<file path="config.mk">
export PLATFORM = sky130hd
export DESIGN_NAME = id_ex_pipe_stage
export DESIGN_NICKNAME = d
export VERILOG_FILES = /design/src/rtl/id_ex_pipe_stage_pkg.sv /design/src/rtl/id_ex_pipe_stage_fwd_select.sv /design/src/rtl/id_ex_pipe_stage.sv
export SDC_FILE = /design/constraint.sdc
export NUM_CORES = 1
export LEC_CHECK = 0
export BUFFER_PORTS_ARGS = -buffer_cell sky130_fd_sc_hd__clkbuf_2
export CORE_AREA = 2 2 188 190
export DETAILED_ROUTE_END_ITERATION = 7
export DIE_AREA = 0 0 190 192
export GPL_TIMING_DRIVEN = 0
export PLACE_DENSITY = 0.61
export SLEW_MARGIN = 20
export SYNTH_ARGS = -nofsm -noshare
export SYNTH_HDL_FRONTEND = slang
export SYNTH_SLANG_ARGS = --single-unit
export TNS_END_PERCENT = 30
</file>
<file path="constraint.sdc">
create_clock -name clk -period 3.3 [get_ports clk]
set_input_delay 0.495 -clock clk [delete_from_list [all_inputs] [get_ports clk]]
set_output_delay 0.495 -clock clk [all_outputs]
set_load 0.03 [all_outputs]
</file>
<file path="src/rtl/id_ex_pipe_stage_pkg.sv">
// Shared definitions for the ID/EX pipeline stage.
// Holds the branch funct encodings, default sizing for the control bundle,
// forwarding network and load block, and the branch-outcome helper.
package id_ex_pipe_stage_pkg;

  localparam int unsigned DEF_CTRL_WIDTH = 12;
  localparam int unsigned DEF_NUM_FWD    = 3;
  localparam int unsigned DEF_LOAD_LAT   = 1;

  typedef enum logic [2:0] {
    BrBeq  = 3'b000,
    BrBne  = 3'b001,
    BrBlt  = 3'b100,
    BrBge  = 3'b101,
    BrBltu = 3'b110,
    BrBgeu = 3'b111
  } br_funct_e;

  // Branch outcome from precomputed comparisons; keeps this width-independent.
  // Encodings 010 and 011 are undefined and resolve as not taken.
  function automatic logic br_taken(input logic [2:0] funct, input logic eq,
                                    input logic lt_s, input logic lt_u);
    logic taken;
    taken = 1'b0;
    case (funct)
      BrBeq:   taken = eq;
      BrBne:   taken = !eq;
      BrBlt:   taken = lt_s;
      BrBge:   taken = !lt_s;
      BrBltu:  taken = lt_u;
      BrBgeu:  taken = !lt_u;
      default: taken = 1'b0;
    endcase
    return taken;
  endfunction

endpackage

</file>
<file path="src/rtl/id_ex_pipe_stage_fwd_select.sv">
// Priority forwarding mux for one source operand.
// Ports:
//   rs        - operand register index (index 0 always reads as zero)
//   rf_data   - register-file read data, used when no source matches
//   fwd_valid - per-source "holds a register write"
//   fwd_ready - per-source "data is final"
//   fwd_rd    - packed destinations, source i at [i*REG_ADDR_WIDTH +: REG_ADDR_WIDTH]
//   fwd_data  - packed data, source i at [i*REG_WIDTH +: REG_WIDTH]
//   data      - resolved operand value
//   avail     - 0 when the selected source has not produced its data yet
module id_ex_pipe_stage_fwd_select
  import id_ex_pipe_stage_pkg::*;
#(
  parameter int unsigned REG_WIDTH      = 32,
  parameter int unsigned REG_ADDR_WIDTH = 5,
  parameter int unsigned NUM_FWD        = DEF_NUM_FWD
) (
  input  logic [REG_ADDR_WIDTH-1:0]         rs,
  input  logic [REG_WIDTH-1:0]              rf_data,
  input  logic [NUM_FWD-1:0]                fwd_valid,
  input  logic [NUM_FWD-1:0]                fwd_ready,
  input  logic [NUM_FWD*REG_ADDR_WIDTH-1:0] fwd_rd,
  input  logic [NUM_FWD*REG_WIDTH-1:0]      fwd_data,
  output logic [REG_WIDTH-1:0]              data,
  output logic                              avail
);

  logic found;

  // Source 0 is the youngest write, so the lowest matching index wins.
  always_comb begin
    data  = rf_data;
    avail = 1'b1;
    found = 1'b0;
    if (rs == '0) begin
      data = '0;
    end else begin
      for (int i = 0; i < int'(NUM_FWD); i++) begin
        if (!found && fwd_valid[i] && (fwd_rd[i*REG_ADDR_WIDTH +: REG_ADDR_WIDTH] == rs)) begin
          found = 1'b1;
          data  = fwd_data[i*REG_WIDTH +: REG_WIDTH];
          avail = fwd_ready[i];
        end
      end
    end
  end

endmodule

</file>
<file path="src/rtl/id_ex_pipe_stage.sv">
// Decode-to-execute pipeline stage.
// Resolves both operands through the forwarding network, stalls on unready
// forwards and on recent loads, resolves branches in ID and holds the result
// in a valid/ready ID/EX register.
// Ports:
//   clk, reset_n                 - clock, asynchronous active-low reset
//   in_*                         - decoded instruction, valid/ready handshake
//   fwd_*                        - forwarding sources, index 0 highest priority
//   flush                        - squash from a later stage
//   out_*                        - ID/EX register, valid/ready handshake to EX
//   redirect_valid, redirect_pc  - one-cycle taken-branch redirect
//   stall_count                  - saturating count of hazard-stall cycles
module id_ex_pipe_stage
  import id_ex_pipe_stage_pkg::*;
#(
  parameter int unsigned REG_WIDTH       = 32,
  parameter int unsigned REG_ADDR_WIDTH  = 5,
  parameter int unsigned PC_WIDTH        = 32,
  parameter int unsigned CTRL_WIDTH      = DEF_CTRL_WIDTH,
  parameter int unsigned NUM_FWD         = DEF_NUM_FWD,
  parameter int unsigned LOAD_LAT        = DEF_LOAD_LAT,
  parameter int unsigned STALL_CNT_WIDTH = 16
) (
  input  logic                              clk,
  input  logic                              reset_n,
  input  logic                              in_valid,
  output logic                              in_ready,
  input  logic [PC_WIDTH-1:0]               in_pc,
  input  logic [REG_ADDR_WIDTH-1:0]         in_rs1,
  input  logic [REG_ADDR_WIDTH-1:0]         in_rs2,
  input  logic [REG_ADDR_WIDTH-1:0]         in_rd,
  input  logic                              in_uses_rs1,
  input  logic                              in_uses_rs2,
  input  logic [REG_WIDTH-1:0]              in_rs1_data,
  input  logic [REG_WIDTH-1:0]              in_rs2_data,
  input  logic [REG_WIDTH-1:0]              in_imm,
  input  logic [CTRL_WIDTH-1:0]             in_ctrl,
  input  logic                              in_is_load,
  input  logic                              in_is_branch,
  input  logic [2:0]                        in_br_funct,
  input  logic [NUM_FWD-1:0]                fwd_valid,
  input  logic [NUM_FWD-1:0]                fwd_ready,
  input  logic [NUM_FWD*REG_ADDR_WIDTH-1:0] fwd_rd,
  input  logic [NUM_FWD*REG_WIDTH-1:0]      fwd_data,
  input  logic                              flush,
  output logic                              out_valid,
  input  logic                              out_ready,
  output logic [PC_WIDTH-1:0]               out_pc,
  output logic [REG_WIDTH-1:0]              out_imm,
  output logic [REG_WIDTH-1:0]              out_rs1_data,
  output logic [REG_WIDTH-1:0]              out_rs2_data,
  output logic [REG_ADDR_WIDTH-1:0]         out_rd,
  output logic [CTRL_WIDTH-1:0]             out_ctrl,
  output logic                              out_is_load,
  output logic                              redirect_valid,
  output logic [PC_WIDTH-1:0]               redirect_pc,
  output logic [STALL_CNT_WIDTH-1:0]        stall_count
);

  localparam int unsigned CNT_W = (LOAD_LAT > 0) ? $clog2(LOAD_LAT + 1) : 1;

  logic [REG_WIDTH-1:0]      rs1_val, rs2_val;
  logic                      rs1_avail, rs2_avail;
  logic [CNT_W-1:0]          blk_cnt;
  logic [REG_ADDR_WIDTH-1:0] blk_rd;
  logic                      rs1_blocked, rs2_blocked;
  logic                      hazard, transfer, taken;

  id_ex_pipe_stage_fwd_select #(
    .REG_WIDTH      (REG_WIDTH),
    .REG_ADDR_WIDTH (REG_ADDR_WIDTH),
    .NUM_FWD        (NUM_FWD)
  ) u_fwd_rs1 (
    .rs        (in_rs1),
    .rf_data   (in_rs1_data),
    .fwd_valid (fwd_valid),
    .fwd_ready (fwd_ready),
    .fwd_rd    (fwd_rd),
    .fwd_data  (fwd_data),
    .data      (rs1_val),
    .avail     (rs1_avail)
  );

  id_ex_pipe_stage_fwd_select #(
    .REG_WIDTH      (REG_WIDTH),
    .REG_ADDR_WIDTH (REG_ADDR_WIDTH),
    .NUM_FWD        (NUM_FWD)
  ) u_fwd_rs2 (
    .rs        (in_rs2),
    .rf_data   (in_rs2_data),
    .fwd_valid (fwd_valid),
    .fwd_ready (fwd_ready),
    .fwd_rd    (fwd_rd),
    .fwd_data  (fwd_data),
    .data      (rs2_val),
    .avail     (rs2_avail)
  );

  // A recent load's result is not on any forward path yet; block its readers.
  assign rs1_blocked = (blk_cnt != '0) && (blk_rd != '0) && (in_rs1 == blk_rd);
  assign rs2_blocked = (blk_cnt != '0) && (blk_rd != '0) && (in_rs2 == blk_rd);

  assign hazard = in_valid && ((in_uses_rs1 && (!rs1_avail || rs1_blocked)) ||
                               (in_uses_rs2 && (!rs2_avail || rs2_blocked)));

  assign in_ready = !hazard && !flush && (!out_valid || out_ready);
  assign transfer = in_valid && in_ready;

  assign taken = in_is_branch && br_taken(in_br_funct, rs1_val == rs2_val,
                                          $signed(rs1_val) < $signed(rs2_val),
                                          rs1_val < rs2_val);

  // ID/EX register; payload only moves on a transfer.
  always_ff @(posedge clk or negedge reset_n) begin
    if (!reset_n) begin
      out_valid    <= 1'b0;
      out_pc       <= '0;
      out_imm      <= '0;
      out_rs1_data <= '0;
      out_rs2_data <= '0;
      out_rd       <= '0;
      out_ctrl     <= '0;
      out_is_load  <= 1'b0;
    end else if (flush) begin
      out_valid <= 1'b0;
    end else if (transfer) begin
      out_valid    <= 1'b1;
      out_pc       <= in_pc;
      out_imm      <= in_imm;
      out_rs1_data <= rs1_val;
      out_rs2_data <= rs2_val;
      out_rd       <= in_rd;
      out_ctrl     <= in_ctrl;
      out_is_load  <= in_is_load;
    end else if (out_ready) begin
      out_valid <= 1'b0;
    end
  end

  // Load block, branch redirect and stall counter.
  always_ff @(posedge clk or negedge reset_n) begin
    if (!reset_n) begin
      blk_cnt        <= '0;
      blk_rd         <= '0;
      redirect_valid <= 1'b0;
      redirect_pc    <= '0;
      stall_count    <= '0;
    end else begin
      if (in_valid && hazard && !flush && (stall_count != '1)) begin
        stall_count <= stall_count + STALL_CNT_WIDTH'(1);
      end
      if (flush) begin
        blk_cnt        <= '0;
        redirect_valid <= 1'b0;
      end else begin
        redirect_valid <= transfer && taken;
        if (transfer && taken) begin
          redirect_pc <= in_pc + PC_WIDTH'(in_imm);
        end
        if (transfer && in_is_load && (in_rd != '0) && (LOAD_LAT > 0)) begin
          blk_cnt <= CNT_W'(LOAD_LAT);
          blk_rd  <= in_rd;
        end else if (blk_cnt != '0) begin
          blk_cnt <= blk_cnt - CNT_W'(1);
        end
      end
    end
  end

endmodule

</file>
==> metrics.txt, run 1 <==
# TYPE chip_impl_metric gauge
chip_impl_metric{name="worst_r2r_path_depth",unit=""} 7
chip_impl_metric{name="placementRows",unit=""} 68
chip_impl_metric{name="gr-usage-all-layers",unit="%"} 26.9
chip_impl_metric{name="cp.arrival",unit="ps"} 4590
chip_impl_metric{name="met2_routing_resource_usage_after_global_routing",unit="%"} 47.9
chip_impl_info{name="criticalPathCategory",value="input port to register"} 1
chip_impl_info{name="setup.worst_path.start",value="fwd_rd[10]"} 1
chip_impl_metric{name="setup_viol_count_final",unit=""} 33
chip_impl_metric{name="leakage",unit="nW"} 8.76
chip_impl_metric{name="synth_sequential_area_ratio",unit="%"} 39.4
chip_impl_metric{name="synth_area",unit="µm²"} 12800
chip_impl_metric{name="comb_power_share",unit="%"} 39.9
chip_impl_metric{name="vdd.ir_drop.worst",unit="µV"} 454
chip_impl_metric{name="drt_first_pass_iters",unit=""} 5
chip_impl_metric{name="final.min_clock_period",unit="ps"} 4180
chip_impl_metric{name="pwr-share-clk",unit="%"} 25.9
chip_impl_metric{name="final.fill_count",unit=""} 3127
chip_impl_info{name="failed_checks",value="setup timing"} 1
chip_impl_metric{name="hold_violations",unit=""} 0
chip_impl_metric{name="synth.yosys.warnings",unit=""} 0
chip_impl_metric{name="final-max-slew-violation-count",unit=""} 0
chip_impl_metric{name="post_route_antenna_net_violation_count",unit=""} 0
chip_impl_metric{name="clk_pin_slew_worst_paths",unit="ps"} 50
chip_impl_metric{name="maxCapViolations",unit=""} 0
chip_impl_info{name="rsz0062_at_grt",value="true"} 1
chip_impl_metric{name="synth_fp_nets",unit=""} 1603
chip_impl_metric{name="routed_wirelength",unit="µm"} 50600
chip_impl_metric{name="floorplan.io_pins",unit=""} 481
chip_impl_metric{name="routed_via_density",unit=""} 5.30
chip_impl_metric{name="timing.critical_path.fanout_max",unit=""} 7
chip_impl_metric{name="yosys_register_bits",unit=""} 202
chip_impl_metric{name="die_width",unit="µm"} 190
chip_impl_metric{name="final.setup.tns",unit="ps"} -28070
chip_impl_metric{name="drive_above_1_share",unit="%"} 48.7
chip_impl_metric{name="initial_cell_density_of_the_core",unit="%"} 37.4
chip_impl_metric{name="wire_length_of_the_first_global_routing_pass",unit="µm"} 74700
chip_impl_metric{name="final.setup.worst_slack",unit="ps"} -881
chip_impl_metric{name="swShare",unit="%"} 39.3
chip_impl_metric{name="seqPwrFrac",unit="%"} 34.2
chip_impl_metric{name="postSynthCellCount",unit=""} 1254
chip_impl_info{name="gr-max-usage-layer",value="met2"} 1
chip_impl_metric{name="worst_slew_margin_rel",unit="%"} 51.0
chip_impl_metric{name="remaining_drc_errors",unit=""} 0
chip_impl_info{name="cp_slowest_cell",value="or4_1"} 1
chip_impl_metric{name="cts-buffers-inserted",unit=""} 25
chip_impl_metric{name="global_route.overflow_total",unit=""} 0
chip_impl_metric{name="place_congestion",unit=""} 0.951
chip_impl_metric{name="clock_tree.htree_level_count",unit=""} 1
chip_impl_info{name="synth_ff_type",value="dfrtp_1"} 1
chip_impl_metric{name="r2r_setup_slack",unit="ps"} 410
chip_impl_info{name="cts_root_buffer",value="clkbuf_16"} 1
chip_impl_metric{name="gr-usage-met1",unit="%"} 30.5
chip_impl_info{name="crit_chain",value="buf_8, xor2_2, nor4_2, and3_1, nand2_2, or2_4, clkbuf_16, o211ai_1, a21oi_2, ha_1, a21oi_2, nor2_1, a211oi_2, o21ai_2, o2bb2ai_2, or4_1, a31o_2, nand3_4, buf_12, clkbuf_16, mux2_4"} 1
chip_impl_metric{name="first_global_vias",unit=""} 12500
chip_impl_metric{name="area_growth_syn_to_layout",unit="%"} 41.4
chip_impl_metric{name="clock_skew",unit="ps"} 20.6
chip_impl_info{name="endpoint",value="redirect_pc[24]"} 1
chip_impl_metric{name="highest_clock_rate",unit="MHz"} 239
chip_impl_metric{name="finish.net_count",unit=""} 2156
chip_impl_metric{name="number_of_enable_type_register_cells_in_the_synthesized_netlist",unit=""} 0
chip_impl_info{name="run_status",value="complete, but fails checks"} 1
chip_impl_metric{name="place.port_buffers",unit=""} 470
chip_impl_metric{name="synth_cell_type_count",unit=""} 50
chip_impl_metric{name="routed-via-count",unit=""} 12100
chip_impl_metric{name="critPathRequiredTime",unit="ps"} 3700
chip_impl_metric{name="buffers_from_clock_root_to_sink_at_most",unit=""} 3
chip_impl_metric{name="floorplan.die.height",unit="µm"} 192
chip_impl_info{name="synth_top_area_cell",value="dfrtp_1"} 1
chip_impl_metric{name="cpPeakStageDelay",unit="ps"} 410
chip_impl_metric{name="clock_latency",unit="ps"} 530
chip_impl_metric{name="int_power",unit="W"} 0.00620
chip_impl_metric{name="switchingPower",unit="W"} 0.00401
chip_impl_info{name="cts_tree",value="yes"} 1
chip_impl_info{name="critical_path.endpoint_type",value="register"} 1
chip_impl_metric{name="post_cts_hold_buffer_count",unit=""} 0
chip_impl_metric{name="grt_start_max_net_pins",unit=""} 83
chip_impl_metric{name="cts.sinks",unit=""} 202
chip_impl_info{name="setup.worst_path.start_class",value="input port"} 1
chip_impl_info{name="rr_endpoint",value="out_rs1_data[28]"} 1
chip_impl_metric{name="power_per_cell_area",unit="nW/µm²"} 563
chip_impl_metric{name="grt_util_met3",unit="%"} 6.60
chip_impl_metric{name="core-area",unit="µm²"} 34300
chip_impl_info{name="r2r-start",value="blk_rd[1]"} 1
chip_impl_metric{name="period_share",unit="%"} 127
chip_impl_metric{name="grt_antenna_before_repair",unit=""} 6
chip_impl_metric{name="dp.final_hpwl",unit="µm"} 40000
chip_impl_metric{name="postLayoutCoreUtil",unit="%"} 52.9
chip_impl_metric{name="synth_top_cell_area_share",unit="%"} 39.4
chip_impl_metric{name="ys_async_sr_fraction",unit="%"} 100
chip_impl_metric{name="worst_slew_pin_slew",unit="ps"} 736
chip_impl_info{name="post_synth_main_area_contributors",value="dfrtp_1 39%, mux2_2 13%, mux2i_1 7.8%"} 1
chip_impl_metric{name="wl_per_cell",unit="µm"} 22.2
chip_impl_metric{name="syn_avg_cell_area",unit="µm²"} 10.2
chip_impl_metric{name="floorplan.die_area",unit="µm²"} 36500
chip_impl_metric{name="drt_first_iter_violations",unit=""} 514
chip_impl_info{name="worstHoldPathType",value="input port to async pin"} 1
-- power groups by stage --
| stage | combinational [W] | clock [W] | sequential [W] |
|---|---|---|---|
| finish | 0.00408 | 0.00264 | 0.00349 |
| global route | 0.00434 | 0.00283 | 0.00356 |
| CTS | 0.00403 | 0.00271 | 0.00349 |
| detailed placement | 0.00391 | 0 | 0.00352 |
| global placement | 0.00386 | 0 | 0.00351 |
| floorplan | 0.00136 | 0 | 0.00464 |
-- kinds of logic after synthesis --
family,after synthesis,share of synthesized area [%]
buffers and inverters,117,3.66
xor gates and xnor gates,84,5.73
muxes,281,23.7
adders and majority gates,65,6.40
and+or+nand+nor,266,9.96
DFF,202,39.4
AOI/OAI and AO/OA,239,11.2
-- cell usage in the layout (no fill, tap or decap), drive strengths merged, types with 3 or more instances in the layout --
| cell | Yosys | routed |
|---|---|---|
| o21bai | 3 | 3 |
| and2 | 7 | 7 |
| xor2 | 45 | 45 |
| or2 | 4 | 4 |
| a21oi | 72 | 72 |
| mux2i | 100 | 100 |
| diode | 0 | 5 |
| a31oi | 4 | 4 |
| o221ai | 8 | 8 |
| nor2b | 6 | 6 |
| xnor2 | 39 | 39 |
| o31ai | 3 | 3 |
| clkinv | 0 | 3 |
| nand4 | 18 | 18 |
| ha | 64 | 64 |
| or3 | 8 | 8 |
| or4 | 3 | 3 |
| nor4 | 10 | 10 |
| mux2 | 181 | 181 |
| dfrtp | 202 | 202 |
| nor3 | 8 | 8 |
| a21o | 13 | 13 |
| nor2 | 26 | 26 |
| clkbuf | 44 | 542 |
| o21a | 3 | 3 |
| nand3 | 30 | 30 |
| a211oi | 6 | 6 |
| o211ai | 33 | 33 |
| inv | 46 | 46 |
| o21ai | 82 | 82 |
| and3 | 14 | 14 |
| nand2 | 122 | 122 |
| buf | 27 | 92 |
| nand2b | 5 | 5 |
-- synth_stat cells, types with 30 or more instances --
master    count
mux2i_1     100
xor2_1       45
clkbuf_1     44
ha_1         64
inv_1        46
nand2_1     122
mux2_2      153
o211ai_1     33
dfrtp_1     202
xnor2_1      39
a21oi_1      72
o21ai_0      81
nand3_1      30
-- registers in the layout, indices dropped and copies added (netlist names), 5 cells and up --
name	count
out_ctrl	12
blk_rd	5
out_imm	32
out_rd	5
out_pc	32
stall_count	16
redirect_pc	32
out_rs2_data	32
out_rs1_data	32
-- through the flow --
stage                     std cells  worst slack (ps)  hold slack [ps]  total power [W]  cell area (µm²)
after floorplan                1254             -1080              199          0.00600            13100
after CTS                      2258              -928             46.3           0.0102            17800
after global placement         2179             -2450              475          0.00737            16100
final                          2283              -881             15.9           0.0102            18100
after detailed placement       2181             -2470              483          0.00744            16100
after global routing           2283             -1010             63.2           0.0107            18100
-- final cells by class --
type | count | area [µm²] | share of cell area, %
diodes | 5 | 12.5 | 0.0690
plain buffers | 69 | 666 | 3.67
clock buffers | 37 | 721 | 3.97
clock inverters | 6 | 60.1 | 0.331
inverters | 46 | 173 | 0.952
multi-input cells | 935 | 7890 | 43.5
flip-flops and latches | 202 | 5050 | 27.9
well taps | 455 | 569 | 3.14
repair buffers | 528 | 2990 | 16.5
-- layer usage --
layer,part of all wire (%),vias to the layer above
met4,4.5,0
met3,8.6,112
li1,-,5620
met1,38,5807
met5,0,-
met2,49,550
-- worst min path at each step --
stage                    startpoint               to  slack, ps  cells past startpoint
floorplan                   reset_n          blk_cnt        200                      0
global placement    stall_count[10]  stall_count[10]        470                      1
detailed placement   stall_count[9]   stall_count[9]        480                      1
CTS                         reset_n       out_imm[8]         50                      1
global route                reset_n       out_imm[9]         60                      1
finish                      reset_n       out_imm[9]         20                      1
-- worst max-delay path: cells and delay by family --
family          cells  cell delay [ps]
fa+ha+maj           1              330
buf+inv             4              590
mux                 1              290
compound gates      7             1180
simple gates        7             1540
xor+xnor            1              160
-- timing repair --
item,CTS,global route
endpoints found under the setup margin,186,153
pin swaps,47,46
gates cloned,5,2
resized for setup,137,58
buffers inserted,30,19
No activity file was read; power rests on OpenSTA's default activity.
==> inputs of run 2 (changes only) <==
--- a/config.mk
+++ b/config.mk
@@ -9,8 +9,10 @@
 export CORE_AREA = 2 2 188 190
 export DETAILED_ROUTE_END_ITERATION = 7
 export DIE_AREA = 0 0 190 192
+export GPL_ROUTABILITY_DRIVEN = 0
 export GPL_TIMING_DRIVEN = 0
 export PLACE_DENSITY = 0.61
+export REMOVE_ABC_BUFFERS = 1
 export SLEW_MARGIN = 20
 export SYNTH_ARGS = -nofsm -noshare
 export SYNTH_HDL_FRONTEND = slang
==> run 2 against run 1 <==
- utilization is 0.98 points higher
- combinational power rose by 1%
- sequential power shrank 1%
- final cell count fell by 0.88%
- die area did not move
- the run still ends with setup timing left
==> metrics.txt, run 2 (synthesis gave the netlist of run 1 again) <==
# TYPE chip_impl_metric gauge
chip_impl_metric{name="wl_per_cell",unit="µm"} 20.7
chip_impl_metric{name="wire_length_of_the_first_global_routing_pass",unit="µm"} 69200
chip_impl_metric{name="worst_r2r_path_depth",unit=""} 12
chip_impl_metric{name="final.fill_count",unit=""} 2996
chip_impl_metric{name="wirelength_met1",unit="µm"} 17600
chip_impl_info{name="mostFrequentLayoutCell",value="clkbuf_2"} 1
chip_impl_metric{name="drt_first_iter_violations",unit=""} 540
chip_impl_metric{name="leakage",unit="nW"} 8.86
chip_impl_metric{name="period_share",unit="%"} 130
chip_impl_metric{name="worst_hold_path.num_cells",unit=""} 2
chip_impl_info{name="rsz0062_at_grt",value="true"} 1
chip_impl_metric{name="dp_slack",unit="ps"} -3350
chip_impl_info{name="setup.worst_path.start_class",value="input port"} 1
chip_impl_info{name="hp-start",value="in_ctrl[6]"} 1
chip_impl_metric{name="worst_slew_margin_rel",unit="%"} 53.5
chip_impl_metric{name="worst_slew_pin_slew",unit="ps"} 698
chip_impl_metric{name="drt_first_pass_iters",unit=""} 5
chip_impl_metric{name="final-max-slew-violation-count",unit=""} 0
chip_impl_info{name="r2r-start",value="blk_rd[1]"} 1
chip_impl_metric{name="swShare",unit="%"} 38.7
chip_impl_info{name="rr_endpoint",value="redirect_pc[13]"} 1
chip_impl_metric{name="pwr-share-clk",unit="%"} 26.1
chip_impl_metric{name="routed_via_density",unit=""} 5.31
chip_impl_metric{name="timing.critical_path.fanout_max",unit=""} 7
chip_impl_metric{name="cts-buffers-inserted",unit=""} 24
chip_impl_metric{name="r2r_setup_slack",unit="ps"} 260
chip_impl_metric{name="register_area",unit="µm²"} 5050
chip_impl_metric{name="core-area",unit="µm²"} 34300
chip_impl_metric{name="floorplan.die_area",unit="µm²"} 36500
chip_impl_metric{name="final.setup.tns",unit="ps"} -31330
chip_impl_metric{name="buffers_from_clock_root_to_sink_at_most",unit=""} 3
chip_impl_info{name="failed_checks",value="setup timing"} 1
chip_impl_metric{name="setup_viol_count_final",unit=""} 34
chip_impl_metric{name="die_width",unit="µm"} 190
chip_impl_metric{name="clock_skew",unit="ps"} 11.5
chip_impl_metric{name="maxCapViolations",unit=""} 0
chip_impl_info{name="criticalPathCategory",value="input port to register"} 1
chip_impl_metric{name="critPathRequiredTime",unit="ps"} 3710
chip_impl_info{name="worstHoldPathType",value="input port to register"} 1
chip_impl_metric{name="place.port_buffers",unit=""} 480
chip_impl_metric{name="seqPwrFrac",unit="%"} 33.7
chip_impl_metric{name="met2RoutedLength",unit="µm"} 23300
chip_impl_info{name="top_signal_layer_used",value="met5"} 1
chip_impl_metric{name="dp.final_hpwl",unit="µm"} 32700
chip_impl_metric{name="comb_power_share",unit="%"} 40.2
chip_impl_metric{name="multi_input_comb_area",unit="µm²"} 8110
chip_impl_metric{name="routed-via-count",unit=""} 12000
chip_impl_metric{name="cp.arrival",unit="ps"} 4690
chip_impl_metric{name="detailroute.wirelength.met3",unit="µm"} 3750
chip_impl_metric{name="clock_tree.htree_level_count",unit=""} 1
chip_impl_metric{name="grt_start_max_net_pins",unit=""} 88
chip_impl_metric{name="finish.net_count",unit=""} 2141
chip_impl_info{name="cts_tree",value="yes"} 1
chip_impl_metric{name="grt_antenna_before_repair",unit=""} 4
chip_impl_metric{name="final.setup.worst_slack",unit="ps"} -978
chip_impl_metric{name="area_growth_syn_to_layout",unit="%"} 44.0
chip_impl_metric{name="highest_clock_rate",unit="MHz"} 234
chip_impl_metric{name="gr-usage-all-layers",unit="%"} 24.4
chip_impl_metric{name="cts.sinks",unit=""} 202
chip_impl_info{name="most-common-layout-cells",value="463 x clkbuf_2, 202 x dfrtp_1, 148 x mux2_2, 119 x nand2_1, 95 x mux2i_1"} 1
chip_impl_metric{name="post_route_antenna_net_violation_count",unit=""} 0
chip_impl_info{name="critical_path.endpoint_type",value="register"} 1
chip_impl_metric{name="initial_cell_density_of_the_core",unit="%"} 37.4
chip_impl_metric{name="clk_pin_slew_worst_paths",unit="ps"} 60
chip_impl_info{name="cts_root_buffer",value="clkbuf_16"} 1
chip_impl_metric{name="routed_wirelength",unit="µm"} 46900
chip_impl_metric{name="final.min_clock_period",unit="ps"} 4280
chip_impl_metric{name="switchingPower",unit="W"} 0.00396
chip_impl_metric{name="int_power",unit="W"} 0.00627
chip_impl_metric{name="global_route.overflow_total",unit=""} 0
chip_impl_metric{name="drive_above_1_share",unit="%"} 49.5
chip_impl_metric{name="placementRows",unit=""} 68
chip_impl_metric{name="remaining_drc_errors",unit=""} 0
chip_impl_info{name="timing.hold.worst_endpoint",value="out_ctrl[6]"} 1
chip_impl_metric{name="floorplan.die.height",unit="µm"} 192
chip_impl_metric{name="hold_violations",unit=""} 0
chip_impl_metric{name="clock_latency",unit="ps"} 530
chip_impl_metric{name="floorplan.io_pins",unit=""} 481
chip_impl_info{name="run_status",value="complete, but fails checks"} 1
chip_impl_metric{name="first_global_vias",unit=""} 12200
chip_impl_metric{name="vdd.ir_drop.worst",unit="µV"} 522
chip_impl_metric{name="power_per_cell_area",unit="nW/µm²"} 554
run 2: repair_timing:
action,in CTS,in global routing
setup buffers,50,15
hold endpoints to repair,50,0
setup endpoints to repair,202,71
pin swaps,51,54
hold buffers,1,0
gates resized for setup,138,113
cloned,12,2
run 2: cell type report:
cell class | instances | share of cell area (%)
diodes | 2 | 0.0271
multi-input cells | 939 | 43.9
flip-flops and latches | 202 | 27.4
inverters | 46 | 0.934
clock inverters | 4 | 0.379
clock buffers | 36 | 3.83
well taps | 455 | 3.08
repair buffers | 579 | 20.5
run 2: power groups by stage:
stage | combinational [W] | clock [W] | sequential (W)
after floorplan | 0.00120 | 0 | 0.00463
after global placement | 0.00372 | 0 | 0.00345
after detailed placement | 0.00374 | 0 | 0.00347
after CTS | 0.00404 | 0.00276 | 0.00345
after global routing | 0.00438 | 0.00286 | 0.00353
final | 0.00412 | 0.00267 | 0.00345
run 2: worst max path at each step:
stage | end | from | cells after the start | slack [ps]
after floorplan | redirect_pc[0] | in_rs1[4] | 7 | -11700
after global placement | redirect_pc[13] | in_rs1[4] | 8 | -18870
after detailed placement | redirect_pc[16] | in_rs2[0] | 21 | -3350
after CTS | redirect_pc[16] | fwd_rd[8] | 25 | -1000
after global routing | redirect_pc[13] | fwd_rd[0] | 21 | -1100
final | redirect_pc[13] | in_rs1[1] | 21 | -980
run 2: critical path: stages:
cell,delay [ps]
buf_6,130
xor2_1,190
nor4_2,340
and3_4,280
nand2_8,80
or2_4,290
buf_4,180
o221ai_1,220
a21oi_2,100
ha_1,340
buf_4,150
nand2_1,50
nor2_1,50
a211oi_2,210
a21oi_2,100
or4_4,520
a31o_4,270
nand3_4,60
buf_12,150
buf_12,140
mux2_4,300
run 2: layer usage:
metal,up-vias,track usage (%)
li1,5603,-
met3,133,6.12
met5,-,0
met2,518,44.3
met4,4,10.3
met1,5759,27.2
run 2: stage by stage:
stage | area (µm²) | cells | hold WS, ps | util (%) | total power (W)
finish | 18500 | 2263 | 201 | 53.9 | 0.0102
global route | 18500 | 2263 | 185 | 53.9 | 0.0108
CTS | 18000 | 2247 | 171 | 52.4 | 0.0102
detailed placement | 15900 | 2145 | 482 | 46.4 | 0.00721
global placement | 15500 | 2118 | 474 | 45.2 | 0.00717
floorplan | 12500 | 1183 | 199 | - | 0.00584
